[src/rtl/joint_angle_ramp_if.sv]
// Command/sample bundle for joint_angle_ramp: target triple in (valid/ready),
// ramped joint-angle samples out toward the kinematics stage.
interface joint_angle_ramp_if #(
  parameter int DATA_WIDTH_IN = 16
);
  logic                            i_cmd_valid;
  logic                            o_cmd_ready;
  logic signed [DATA_WIDTH_IN-1:0] i_tgt1;
  logic signed [DATA_WIDTH_IN-1:0] i_tgt2;
  logic signed [DATA_WIDTH_IN-1:0] i_tgt3;
  logic                            o_busy;
  logic                            o_thi_valid;
  logic signed [DATA_WIDTH_IN-1:0] o_thi1;
  logic signed [DATA_WIDTH_IN-1:0] o_thi2;
  logic signed [DATA_WIDTH_IN-1:0] o_thi3;

  modport master (
    output i_cmd_valid, i_tgt1, i_tgt2, i_tgt3,
    input  o_cmd_ready, o_busy, o_thi_valid, o_thi1, o_thi2, o_thi3
  );

  modport slave (
    input  i_cmd_valid, i_tgt1, i_tgt2, i_tgt3,
    output o_cmd_ready, o_busy, o_thi_valid, o_thi1, o_thi2, o_thi3
  );
endinterface

[src/rtl/joint_angle_ramp.sv]
// Rate-limited ramp of three joint angles toward a commanded target, one sample per
// RATE_DIV cycles. Optional IDLE keep-alive samples: JOINT_RAMP_IDLE_REFRESH_EN.
module joint_angle_ramp #(
  parameter int DATA_WIDTH_IN = 16,
  parameter int STEP_MAX      = 64,
  parameter int RATE_DIV      = 4
) (
  input  logic               i_clk,
  input  logic               i_rst,
  joint_angle_ramp_if.slave  bus
);

  localparam int W     = DATA_WIDTH_IN;
  localparam int DIV_W = (RATE_DIV > 1) ? $clog2(RATE_DIV) : 1;
  localparam logic [DIV_W-1:0]    DIV_LAST = DIV_W'(RATE_DIV - 1);
  localparam logic [DIV_W-1:0]    DIV_ZERO = {DIV_W{1'b0}};
  localparam logic [DIV_W-1:0]    DIV_ONE  = DIV_W'(1);
  localparam logic signed [W:0]   STEP_LIM = (W+1)'(STEP_MAX);
  localparam logic signed [W-1:0] STEP_W   = W'(STEP_MAX);
  localparam logic signed [W-1:0] ANG_ZERO = {W{1'b0}};

  typedef enum logic {ST_IDLE = 1'b0, ST_RAMP = 1'b1} state_t;

  state_t                state_r;
  state_t                next_state_s;
  logic [DIV_W-1:0]      div_r;
  logic [DIV_W-1:0]      div_nxt_s;
  logic signed [W-1:0]   thi_r      [3];
  logic signed [W-1:0]   thi_nxt_s  [3];
  logic signed [W-1:0]   tgt_r      [3];
  logic signed [W-1:0]   tgt_nxt_s  [3];
  logic signed [W-1:0]   step_s     [3];
  logic                  valid_r;
  logic                  valid_nxt_s;
  logic                  cmd_ready_r;
  logic                  busy_r;
  logic                  tick_s;
  logic                  accept_s;
  logic                  done_s;

  // Difference is formed one bit wider than the angle, so extreme targets never wrap;
  // the stepped value always lies between cur and tgt and therefore stays representable.
  function automatic logic signed [W-1:0] step_toward(
    input logic signed [W-1:0] cur,
    input logic signed [W-1:0] tgt
  );
    logic signed [W:0] diff;
    diff = {tgt[W-1], tgt} - {cur[W-1], cur};
    if (diff > STEP_LIM) begin
      step_toward = cur + STEP_W;
    end else if (diff < -STEP_LIM) begin
      step_toward = cur - STEP_W;
    end else begin
      step_toward = tgt;
    end
  endfunction

  assign tick_s   = (div_r == DIV_LAST);
  assign accept_s = bus.i_cmd_valid & cmd_ready_r;

  // Per-joint candidate update and all-joints-arrived detection.
  always_comb begin
    done_s = 1'b1;
    for (int j = 0; j < 3; j++) begin
      step_s[j] = step_toward(thi_r[j], tgt_r[j]);
      if (step_s[j] != tgt_r[j]) begin
        done_s = 1'b0;
      end else begin
        done_s = done_s;
      end
    end
  end

  // State register.
  always_ff @(posedge i_clk or negedge i_rst) begin
    if (!i_rst) begin
      state_r <= ST_IDLE;
    end else begin
      state_r <= next_state_s;
    end
  end

  // Next-state logic: the sample that lands all joints on target ends the ramp.
  always_comb begin
    next_state_s = state_r;
    case (state_r)
      ST_IDLE: begin
        if (accept_s) begin
          next_state_s = ST_RAMP;
        end else begin
          next_state_s = ST_IDLE;
        end
      end
      ST_RAMP: begin
        if (tick_s && done_s) begin
          next_state_s = ST_IDLE;
        end else begin
          next_state_s = ST_RAMP;
        end
      end
      default: next_state_s = ST_IDLE;
    endcase
  end

  // Output/datapath next values: divider, latched targets, angles, sample strobe.
  always_comb begin
    div_nxt_s   = div_r;
    valid_nxt_s = 1'b0;
    for (int j = 0; j < 3; j++) begin
      thi_nxt_s[j] = thi_r[j];
      tgt_nxt_s[j] = tgt_r[j];
    end
    case (state_r)
      ST_IDLE: begin
        if (accept_s) begin
          tgt_nxt_s[0] = bus.i_tgt1;
          tgt_nxt_s[1] = bus.i_tgt2;
          tgt_nxt_s[2] = bus.i_tgt3;
          div_nxt_s    = DIV_ZERO;
        end else begin
`ifdef JOINT_RAMP_IDLE_REFRESH_EN
          div_nxt_s   = tick_s ? DIV_ZERO : (div_r + DIV_ONE);
          valid_nxt_s = tick_s;
`else
          div_nxt_s   = DIV_ZERO;
`endif
        end
      end
      ST_RAMP: begin
        div_nxt_s = tick_s ? DIV_ZERO : (div_r + DIV_ONE);
        if (tick_s) begin
          for (int j = 0; j < 3; j++) begin
            thi_nxt_s[j] = step_s[j];
          end
          valid_nxt_s = 1'b1;
        end else begin
          valid_nxt_s = 1'b0;
        end
      end
      default: begin
        div_nxt_s   = DIV_ZERO;
        valid_nxt_s = 1'b0;
      end
    endcase
  end

  // Registered datapath and handshake outputs; ready/busy track the next state.
  always_ff @(posedge i_clk or negedge i_rst) begin
    if (!i_rst) begin
      div_r       <= DIV_ZERO;
      valid_r     <= 1'b0;
      cmd_ready_r <= 1'b1;
      busy_r      <= 1'b0;
      for (int j = 0; j < 3; j++) begin
        thi_r[j] <= ANG_ZERO;
        tgt_r[j] <= ANG_ZERO;
      end
    end else begin
      div_r       <= div_nxt_s;
      valid_r     <= valid_nxt_s;
      cmd_ready_r <= (next_state_s == ST_IDLE);
      busy_r      <= (next_state_s == ST_RAMP);
      for (int j = 0; j < 3; j++) begin
        thi_r[j] <= thi_nxt_s[j];
        tgt_r[j] <= tgt_nxt_s[j];
      end
    end
  end

  assign bus.o_cmd_ready = cmd_ready_r;
  assign bus.o_busy      = busy_r;
  assign bus.o_thi_valid = valid_r;
  assign bus.o_thi1      = thi_r[0];
  assign bus.o_thi2      = thi_r[1];
  assign bus.o_thi3      = thi_r[2];

endmodule

[src/flat_wrapper.sv]
// flat-port wrapper written by rule: the top's interface ports become plain ports
module joint_angle_ramp_flat 
#(
  parameter int DATA_WIDTH_IN = 16,
  parameter int STEP_MAX      = 64,
  parameter int RATE_DIV      = 4
)
  (i_clk, i_rst, bus_i_cmd_valid, bus_i_tgt1, bus_i_tgt2, bus_i_tgt3, bus_o_cmd_ready, bus_o_busy, bus_o_thi_valid, bus_o_thi1, bus_o_thi2, bus_o_thi3);
  joint_angle_ramp_if #(.DATA_WIDTH_IN(DATA_WIDTH_IN)) bus_i ();
  input  logic i_clk;
  input  logic i_rst;
  input wire logic [$bits(bus_i.i_cmd_valid)-1:0] bus_i_cmd_valid;
  input wire logic [$bits(bus_i.i_tgt1)-1:0] bus_i_tgt1;
  input wire logic [$bits(bus_i.i_tgt2)-1:0] bus_i_tgt2;
  input wire logic [$bits(bus_i.i_tgt3)-1:0] bus_i_tgt3;
  output wire logic [$bits(bus_i.o_cmd_ready)-1:0] bus_o_cmd_ready;
  output wire logic [$bits(bus_i.o_busy)-1:0] bus_o_busy;
  output wire logic [$bits(bus_i.o_thi_valid)-1:0] bus_o_thi_valid;
  output wire logic [$bits(bus_i.o_thi1)-1:0] bus_o_thi1;
  output wire logic [$bits(bus_i.o_thi2)-1:0] bus_o_thi2;
  output wire logic [$bits(bus_i.o_thi3)-1:0] bus_o_thi3;
  assign bus_i.i_cmd_valid = bus_i_cmd_valid;
  assign bus_i.i_tgt1 = bus_i_tgt1;
  assign bus_i.i_tgt2 = bus_i_tgt2;
  assign bus_i.i_tgt3 = bus_i_tgt3;
  assign bus_o_cmd_ready = bus_i.o_cmd_ready;
  assign bus_o_busy = bus_i.o_busy;
  assign bus_o_thi_valid = bus_i.o_thi_valid;
  assign bus_o_thi1 = bus_i.o_thi1;
  assign bus_o_thi2 = bus_i.o_thi2;
  assign bus_o_thi3 = bus_i.o_thi3;
  joint_angle_ramp #(.DATA_WIDTH_IN(DATA_WIDTH_IN), .STEP_MAX(STEP_MAX), .RATE_DIV(RATE_DIV)) u_core (.i_clk(i_clk), .i_rst(i_rst), .bus(bus_i));
endmodule
[config.mk]
export PLATFORM = sky130hd
export DESIGN_NAME = joint_angle_ramp_flat
export DESIGN_NICKNAME = d
export VERILOG_FILES = /design/src/rtl/joint_angle_ramp_if.sv /design/src/rtl/joint_angle_ramp.sv /design/src/flat_wrapper.sv
export SDC_FILE = /design/constraint.sdc
export NUM_CORES = 1
export LEC_CHECK = 0
export ABC_CLOCK_PERIOD_IN_PS = 3800
export CORE_MARGIN = 5
export CORE_UTILIZATION = 49
export CTS_CLUSTER_DIAMETER = 30
export DETAILED_ROUTE_END_ITERATION = 10
export DONT_BUFFER_PORTS = 1
export PLACE_DENSITY_LB_ADDON = 0.1
export SLEW_MARGIN = 30
export SYNTH_ARGS = -nofsm -noshare
export SYNTH_HDL_FRONTEND = slang
export SYNTH_SLANG_ARGS = --single-unit
[constraint.sdc]
create_clock -name i_clk -period 3.8 [get_ports i_clk]
set_input_delay 0.76 -clock i_clk [delete_from_list [all_inputs] [get_ports i_clk]]
set_output_delay 0.76 -clock i_clk [all_outputs]
set_load 0.05 [all_outputs]
== After elaboration in Yosys (flattened, before gate mapping) ==
Cells that the tools add are included.
Storage, ports and cells
  register bits: 101
  output and inout bits: 51
  word-level logic and storage cells: 52
Cells by class
  add/subtract/negate cells: 10
  magnitude comparators: 6
  eq/ne operators: 4
  muxes and demuxes: 16
  bitwise logic cells: 3
  reduce and logical (&&, ||, !) cells: 3
Operator list (count)
  $mux 16: 6
  $gt 17x8->1 const B: 3
  $lt 17x7->1 const B: 3
  $sub 16x16->17: 3
  $add 16x8->16 const B: 3
  $ne 16x16->1: 3
  $sub 16x8->16 const B: 3
  $mux 1: 7
  $pmux 2 s2: 1
  $reduce_and 2->1: 2
  $add 2x1->2 const B: 1
  $eq 2x2->1 const B: 1
  $mux 2: 1
  $not 1->1: 2
  $pmux 1 s2: 1
  $and 1x1->1: 1
  $logic_and 1x1->1: 1

== Depth between registers and ports, before layout ==
Gate-level depths: netlist of run 1.
  depth in word-level cells: 12
  mapped depth: 17
  depth with buffers taken out: 15

== Worst setup path after synthesis of run 1 ==
No wires, ideal clock.
  kind: register to register
  start point: reg u_core.thi_r, in the netlist u_core.bus.o_thi3[8]
  end point: reg u_core.state_r
  data arrival time: 4351 ps
  required time: 3676 ps
  path slack: -674 ps
  stages on the path, launching flop included: 18
  clock period less this slack: 4474 ps
  cells stage by stage: dfrtp_1 -> clkbuf_1 -> clkinv_1 -> ha_1 -> clkbuf_1 -> a211oi_1 -> nor2_1 -> or2_2 -> o31ai_1 -> nand4_1 -> nor4_1 -> a21oi_1 -> clkbuf_1 -> a22oi_1 -> a211oi_1 -> a2111oi_4 -> o2111ai_1 -> o31a_1
Between the ends
  word-level cells in the longest chain between the ends: 9
  elaborated cells between the ends (all ways): 12
RTL lines
  start, declared: RTL line joint_angle_ramp.sv:28  | logic signed [W-1:0] thi_r [3];
  start signal, assigned by index: RTL line joint_angle_ramp.sv:164  | thi_r[j] <= thi_nxt_s[j];
  $sub 16x16->17: RTL line joint_angle_ramp.sv:48  | diff = {tgt[W-1], tgt} - {cur[W-1], cur};
  $lt 17x7->1: RTL line joint_angle_ramp.sv:51  | end else if (diff < -STEP_LIM) begin
  $mux 16: RTL line joint_angle_ramp.sv:51
  $mux 16 *: RTL line joint_angle_ramp.sv:49  | if (diff > STEP_LIM) begin
  $ne 16x16->1 *: RTL line joint_angle_ramp.sv:66  | if (step_s[j] != tgt_r[j]) begin
  $mux 1 *: RTL line joint_angle_ramp.sv:66
  $logic_and 1x1->1 *: RTL line joint_angle_ramp.sv:95  | if (tick_s && done_s) begin
  $mux 1 *: RTL line joint_angle_ramp.sv:95
  $pmux 1 s2 *: RTL line joint_angle_ramp.sv:86  | case (state_r)
  net u_core.next_state_s: RTL line joint_angle_ramp.sv:25  | state_t next_state_s;
  end signal, assigned: RTL line joint_angle_ramp.sv:79  | state_r <= next_state_s;
  end, declared: RTL line joint_angle_ramp.sv:24  | state_t state_r;
The timed path passes the listed nets; every way through them passes the cells marked *.
A chain may end at the register's enable or synchronous reset.

== Final worst setup path of run 1 ==
  start point: reg u_core.thi_r, in the netlist u_core.bus.o_thi1[0]
  end point: reg u_core.state_r
Between the ends
  word-level cells in the longest chain between the ends: 11
  elaborated cells between the ends (all ways): 14
RTL lines (RTL line)
  $sub 16x16->17: joint_angle_ramp.sv:48
  $lt 17x7->1: joint_angle_ramp.sv:51
  $mux 16: joint_angle_ramp.sv:51
  $mux 16 *: joint_angle_ramp.sv:49
  $ne 16x16->1 *: joint_angle_ramp.sv:66
  $mux 1 * (3 in series): joint_angle_ramp.sv:66
  $logic_and 1x1->1 *: joint_angle_ramp.sv:95
  $mux 1 *: joint_angle_ramp.sv:95
  $pmux 1 s2 *: joint_angle_ramp.sv:86
  net u_core.next_state_s: joint_angle_ramp.sv:25
Marks and branches as above.

==> impl_metrics.ini, run 1 <==
[global_routing]
grt_max_degree = 102
grt_pass1_vias = 9108
grt_pass1_wl_mm = 46.6
antenna_found_initial = 5
track_usage_pct = 26.1
overflow = 0

[final_layout]
fin_util_pct = 62.4
diodes = 0
area_growth_pct = 25.5
drive_gt1_share_pct = 30.9
stdcell_area_um2 = 11700
nets = 1391
fill_cells = 1657

[floorplan]
ios = 102
die_y_um = 148
rows = 50
start_util_pct = 49.8
die-area_um2 = 21900
core_area_um2 = 18700
die_w_um = 148

[routing]
drtAntennaViolNets = 0
first_iter_violations = 522
vias_per_cell = 6.05
wire_per_inst_um = 18.6
vias = 9202
drcViolationCount = 0
wl_mm = 28.3
first_pass_iters = 7

[status]
violations = setup timing
status = finished with violations

[sta]
worst_pin_slew_ns = 0.743
setup_slack_ns = -0.105
max_slew_margin_pct = 50.0
fin_crit_ns = 3.91
fin_crit_sh_pct = 103
setup_viol = 2
tns_ns = -0.176
fmax_mhz = 256
drv_slew = 0
rsz0062_at_grt = true
skew_ns = 0.0115
hold_viol_final = 0

[placement]
place.port_buffers = 0
dp_hpwl_mm = 22.1
dpl_cell_area_um2 = 11200
gp_congestion = 0.955

[synthesis]
yosysUniqueCellTypes = 81
syn_inst = 1111
avgSynthCellArea_um2 = 8.38
ys_warn_count = 0
yosysTopAreaCellShare_pct = 26.9
mappedNetlistArea_um2 = 9310
yosys.area.top_type = dfrtp_1
synth-edff-count = 0
async_flop_share_pct = 100
ys.flop_type = dfrtp_1
ys_ff_latch = 101
ys_seq_area_share_pct = 27.2
synth_area_leaders = dfrtp_1 (27%), ha_1 (7.4%), mux2_2 (7.1%), xnor2_1 (5.4%), nand2_1 (3.9%)
syn_nets = 1220

[setup_path]
crit_path_end_kind = register
reg2reg_from = u_core.bus.o_thi1[0]
critPathKind = register to register
cp.required_ns = 4.05
crit_fanout = 8
start_kind = register
r2r_slack_ns = -0.11
reg2reg_to = u_core.state_r
crit_arrival_ns = 4.16
rr_worst_depth = 15

[clock_network]
cts_hold_buf = 0
clock_sinks = 101
cts_inserted_buffers = 9
ctsHtreeMaxLevel = 3
cts_buffer_depth = 2
cts_tree = built
clkLatencyLatePin_ns = 0.37
cts-root-buf = clkbuf_16
clk_pin_slew_ns = 0.08

[power]
clkPwrFrac_pct = 8.2
intPower_uw = 5760
pwr-share-comb_pct = 77.0
vdd_ir_drop_max_v = 0.000418
switching_share_pct = 50.3
power_density_nw_per_um2 = 993
pwr-share-seq_pct = 14.7
cellLeakagePower_uw = 0.00504
p_sw_uw = 5840

[run]
max-cap-violations = 0

[worst_hold_path]
hp-class = input port to asynchronous set/reset pin
-- worst max-delay path by stage --
stage / startpoint / end / slack, ns
floorplan: u_core.bus.o_thi1[1] / u_core.state_r / -0.14
global placement: u_core.bus.o_thi2[2] / u_core.state_r / -0.22
detailed placement: u_core.bus.o_thi2[2] / u_core.state_r / -0.22
CTS: u_core.bus.o_thi1[0] / u_core.state_r / -0.05
global route: u_core.tgt_r[32] / u_core.state_r / -0.33
finish: u_core.bus.o_thi1[0] / u_core.state_r / -0.11
-- stage by stage --
stage	hold slack, ns	total power (uW)	instances	setup WS [ns]
2_1_floorplan	0.414	7460	1111	-0.141
3_3_place_gp	0.424	10200	1503	-0.222
3_5_place_dp	0.432	10300	1503	-0.219
4_1_cts	0.0752	11500	1521	-0.0492
5_1_grt	0.0741	12500	1521	-0.330
6_report	0.0952	11600	1521	-0.105
-- registers in the layout (all words and copies together) (netlist names) --
signal	flops
u_core.div_r	2
u_core.state_r	1
u_core.bus.o_thi2	16
u_core.bus.o_cmd_ready	1
u_core.tgt_r	48
u_core.bus.o_thi3	16
u_core.bus.o_thi1	16
u_core.bus.o_thi_valid	1
-- repair_timing --
| item | 4_1_cts | 5_1_grt |
|---|---|---|
| pin swaps | 20 | 5 |
| setup endpoints to repair | 5 | 23 |
| resized for setup | 26 | 17 |
| buffers inserted | 2 | 0 |
-- power groups by stage --
stage          Sequential (uW)  Combinational (uW)  Clock, uW
2_1_floorplan             2330                5130          0
3_3_place_gp              1710                8540          0
3_5_place_dp              1720                8580          0
4_1_cts                   1710                8790        973
5_1_grt                   1760                9760       1020
6_report                  1710                8930        953
-- cells in the mapped netlist (9+ instances only) --
library cell / n
a211oi_1: 17
a21o_1: 17
a21oi_1: 54
a31oi_1: 10
and2_1: 13
and3_1: 22
clkbuf_1: 42
dfrtp_1: 100
ha_1: 55
inv_1: 66
mux2_2: 59
nand2_1: 97
nand2b_1: 9
nand3_1: 39
nand4_1: 18
nor2_1: 76
nor3_1: 24
nor4_1: 15
o211ai_1: 13
o21a_1: 13
o21ai_0: 67
o221ai_1: 12
o31ai_1: 12
or2_2: 9
xnor2_1: 57
xor2_1: 32
-- placed cells by master, fill, tap and decap left out, types with 8 or more instances in the layout --
cell type	synthesis	layout
dfrtp_2	0	32
and2_1	13	13
o21ai_0	67	61
or2_2	9	9
o211ai_1	13	13
nand4_1	18	18
nand3_1	39	39
nor3_1	24	22
nand2_1	97	95
ha_1	55	50
clkbuf_16	0	9
a211oi_1	17	11
a21oi_1	54	51
o221ai_1	12	10
buf_4	0	209
o31ai_1	12	10
and3_1	22	20
xnor2_1	57	56
a31oi_1	10	10
dfrtp_1	100	68
o21a_1	13	13
mux2_2	59	59
inv_1	66	63
nor4_1	15	12
nor2_1	76	75
xor2_1	32	32
nor3b_1	8	8
a21o_1	17	17
-- logic make-up after synthesis --
group	share of synthesized area (%)
compound gates	24.1
simple gates	19.9
mux	7.57
buf+inv	4.83
xor+xnor	8.37
flops	27.2
fa+ha+maj	8.04
-- final cells by class --
type | instances | area, um^2 | area share [%]
sequential | 101 | 2570 | 22.0
clock inverter | 6 | 51.3 | 0.439
timing repair buffer | 209 | 1570 | 13.4
multi-input combinational | 893 | 6690 | 57.3
clock buffer | 10 | 239 | 2.05
inverter | 68 | 265 | 2.27
tap | 234 | 293 | 2.51
-- worst max-delay path, cell delays in order (launching register included) --
cell and delay, ns:
dfrtp_2 0.43, ha_4 0.17, fa_2 0.34, nand2b_4 0.16, a211oi_4 0.34, buf_4 0.17
o21ai_0 0.08, nand2b_1 0.09, nand3_1 0.10, or4_4 0.65, o221ai_1 0.28, nand2_1 0.12
a22o_1 0.26, a31oi_1 0.19, o2111ai_2 0.16, o31a_1 0.26
-- routing by layer --
layer | track usage (%) | wire length (um) | part of all wire (%) | vias up
met2 | 43.5 | 13400 | 47 | 267
met1 | 33.9 | 12200 | 43 | 4387
met3 | 6.56 | 1960 | 6.9 | 66
li1 | - | - | - | 4472
met5 | 0 | 60 | 0.21 | -
met4 | 7.02 | 612 | 2.2 | 10
(Power assumes the default switching activity.)
==> inputs of run 2 (changes only) <==
- PLACE_DENSITY: not set -> 0.65
- PLACE_DENSITY_LB_ADDON: 0.1 -> not set
==> impl_metrics.ini, run 2 (synthesis results as in run 1) <==
[sta]
fin_crit_sh_pct = 107
max_slew_margin_pct = 50.8
hold_viol_final = 0
drv_slew = 0
rsz0062_at_grt = true
setup_viol = 7
fmax_mhz = 246
fin_crit_ns = 4.07
skew_ns = 0.00799
tns_ns = -0.491
setup_slack_ns = -0.266
worst_pin_slew_ns = 0.731
holdWs_ns = 0.0932

[status]
status = finished with violations
violations = setup timing

[floorplan]
start_util_pct = 49.8
rows = 50
core_area_um2 = 18700
ios = 102
die_y_um = 148
die-area_um2 = 21900
die_w_um = 148

[power]
vdd_ir_drop_max_v = 0.000453
power_density_nw_per_um2 = 1000
cellLeakagePower_uw = 0.00503

[setup_path]
reg2reg_from = u_core.bus.o_thi1[0]
cp_num_buf_inv = 2
path_cells = ha_4, fa_2, nand2b_4, a211oi_4, buf_4, o21ai_0, nand2b_1, nand3_1, or4_4, o21ai_4, buf_6, a21oi_2, o21a_1, a2111oi_4, o2111ai_2, o31a_1
critPathKind = register to register
cp.required_ns = 4.05
start_kind = register
r2r_slack_ns = -0.27
rr_worst_depth = 16
crit_fanout = 8
slowest_delay_ns = 0.65
crit_path_end_kind = register
crit_family = compound AO/OA/AOI/OAI gates
reg2reg_to = u_core.state_r
cp_slowest_cell = or4_4
crit_arrival_ns = 4.31

[routing]
first_iter_violations = 519
drtAntennaViolNets = 0
vias = 9244
wire_per_inst_um = 18.9
vias_per_cell = 6.12
first_pass_iters = 5
drcViolationCount = 0
wl_mm = 28.5

[global_routing]
grt_use_met2_pct = 43.5
grt_util_met3_pct = 7.30
track_usage_pct = 25.7
overflow = 0
antenna_found_initial = 4
gr-usage-met1_pct = 32.0
grt-busiest-layer = met2
grt_pass1_wl_mm = 46.1
grt_max_degree = 102
grt_pass1_vias = 9227

[final_layout]
drive_gt1_share_pct = 30.9
area_growth_pct = 25.8
final_cells = 1510
nets = 1378
largest_reg_flops = 48
largest-register = u_core.tgt_r
final_common_cell = buf_4
most-common-layout-cells = buf_4 (192), nand2_1 (93), nor2_1 (74)
fill_cells = 1655

[clock_network]
clock_sinks = 101
clk_pin_slew_ns = 0.08
clkLatencyLatePin_ns = 0.36
cts_tree = built
cts_buffer_depth = 2
ctsHtreeMaxLevel = 3
cts_inserted_buffers = 9
cts_hold_buf = 0
cts-root-buf = clkbuf_16

[placement]
place.port_buffers = 0
gp_congestion = 0.987
placed_cells = 1484
dp_hpwl_mm = 22.1
dpl_worst_slack_ns = -0.312

[worst_hold_path]
hp-class = input port to asynchronous set/reset pin

[run]
max-cap-violations = 0
==> run 2: how the worst max path moves through the flow <==
stage	startpoint	end	slack [ns]	cells after the start
global route	u_core.bus.o_thi1[0]	u_core.state_r	-0.40	16
floorplan	u_core.bus.o_thi1[1]	u_core.state_r	-0.14	15
finish	u_core.bus.o_thi1[0]	u_core.state_r	-0.27	16
detailed placement	u_core.bus.o_thi1[0]	u_core.state_r	-0.31	14
CTS	u_core.bus.o_thi1[0]	u_core.state_r	-0.10	14
global placement	u_core.bus.o_thi2[2]	u_core.state_r	-0.18	14
==> run 2: worst reg2reg max path, stage by stage, from the launching register on <==
cell	delay, ns
dfrtp_2	0.43
ha_4	0.17
fa_2	0.34
nand2b_4	0.16
a211oi_4	0.36
buf_4	0.18
o21ai_0	0.09
nand2b_1	0.10
nand3_1	0.11
or4_4	0.65
o21ai_4	0.24
buf_6	0.13
a21oi_2	0.03
o21a_1	0.21
a2111oi_4	0.23
o2111ai_2	0.20
o31a_1	0.33
==> run 2: metrics by stage <==
| stage | utilization (%) | cell area, um^2 | power [uW] |
|---|---|---|---|
| after global routing | 62.6 | 11700 | 12600 |
| after floorplan | - | 9600 | 7460 |
| after global placement | 59.2 | 11100 | 10000 |
| after CTS | 61.7 | 11500 | 11400 |
| after detailed placement | 59.2 | 11100 | 10100 |
| final | 62.6 | 11700 | 11700 |
==> run 2: final cells by class <==
class                      instances  area, um^2  share of cell area (%)
clock buffer                      10         239                    2.04
inverter                          68         265                    2.26
timing repair buffer             196        1500                    12.8
sequential                       101        2570                    21.9
antenna                            2        5.00                  0.0427
tap                              234         293                    2.50
multi-input combinational        893        6740                    57.5
clock inverter                     6         109                   0.929
==> run 2: where the power goes <==
group	switching, uW	total (uW)	leakage, uW	internal (uW)
clock	449	1110	0.000173	663
sequential	275	1710	0.00122	1430
combinational	5160	8910	0.00364	3760
==> run 2: per-layer routing <==
metal	wire length (um)	share of wire, %
met5	34	0.12
met4	665	2.3
met3	2060	7.2
met2	13600	48
met1	12200	43
==> run 2: what timing repair did <==
item                       4_1_cts  5_1_grt
setup endpoints to repair        9       29
gates resized for setup         22       31
pin swaps                       12       16
setup buffers                    3        5
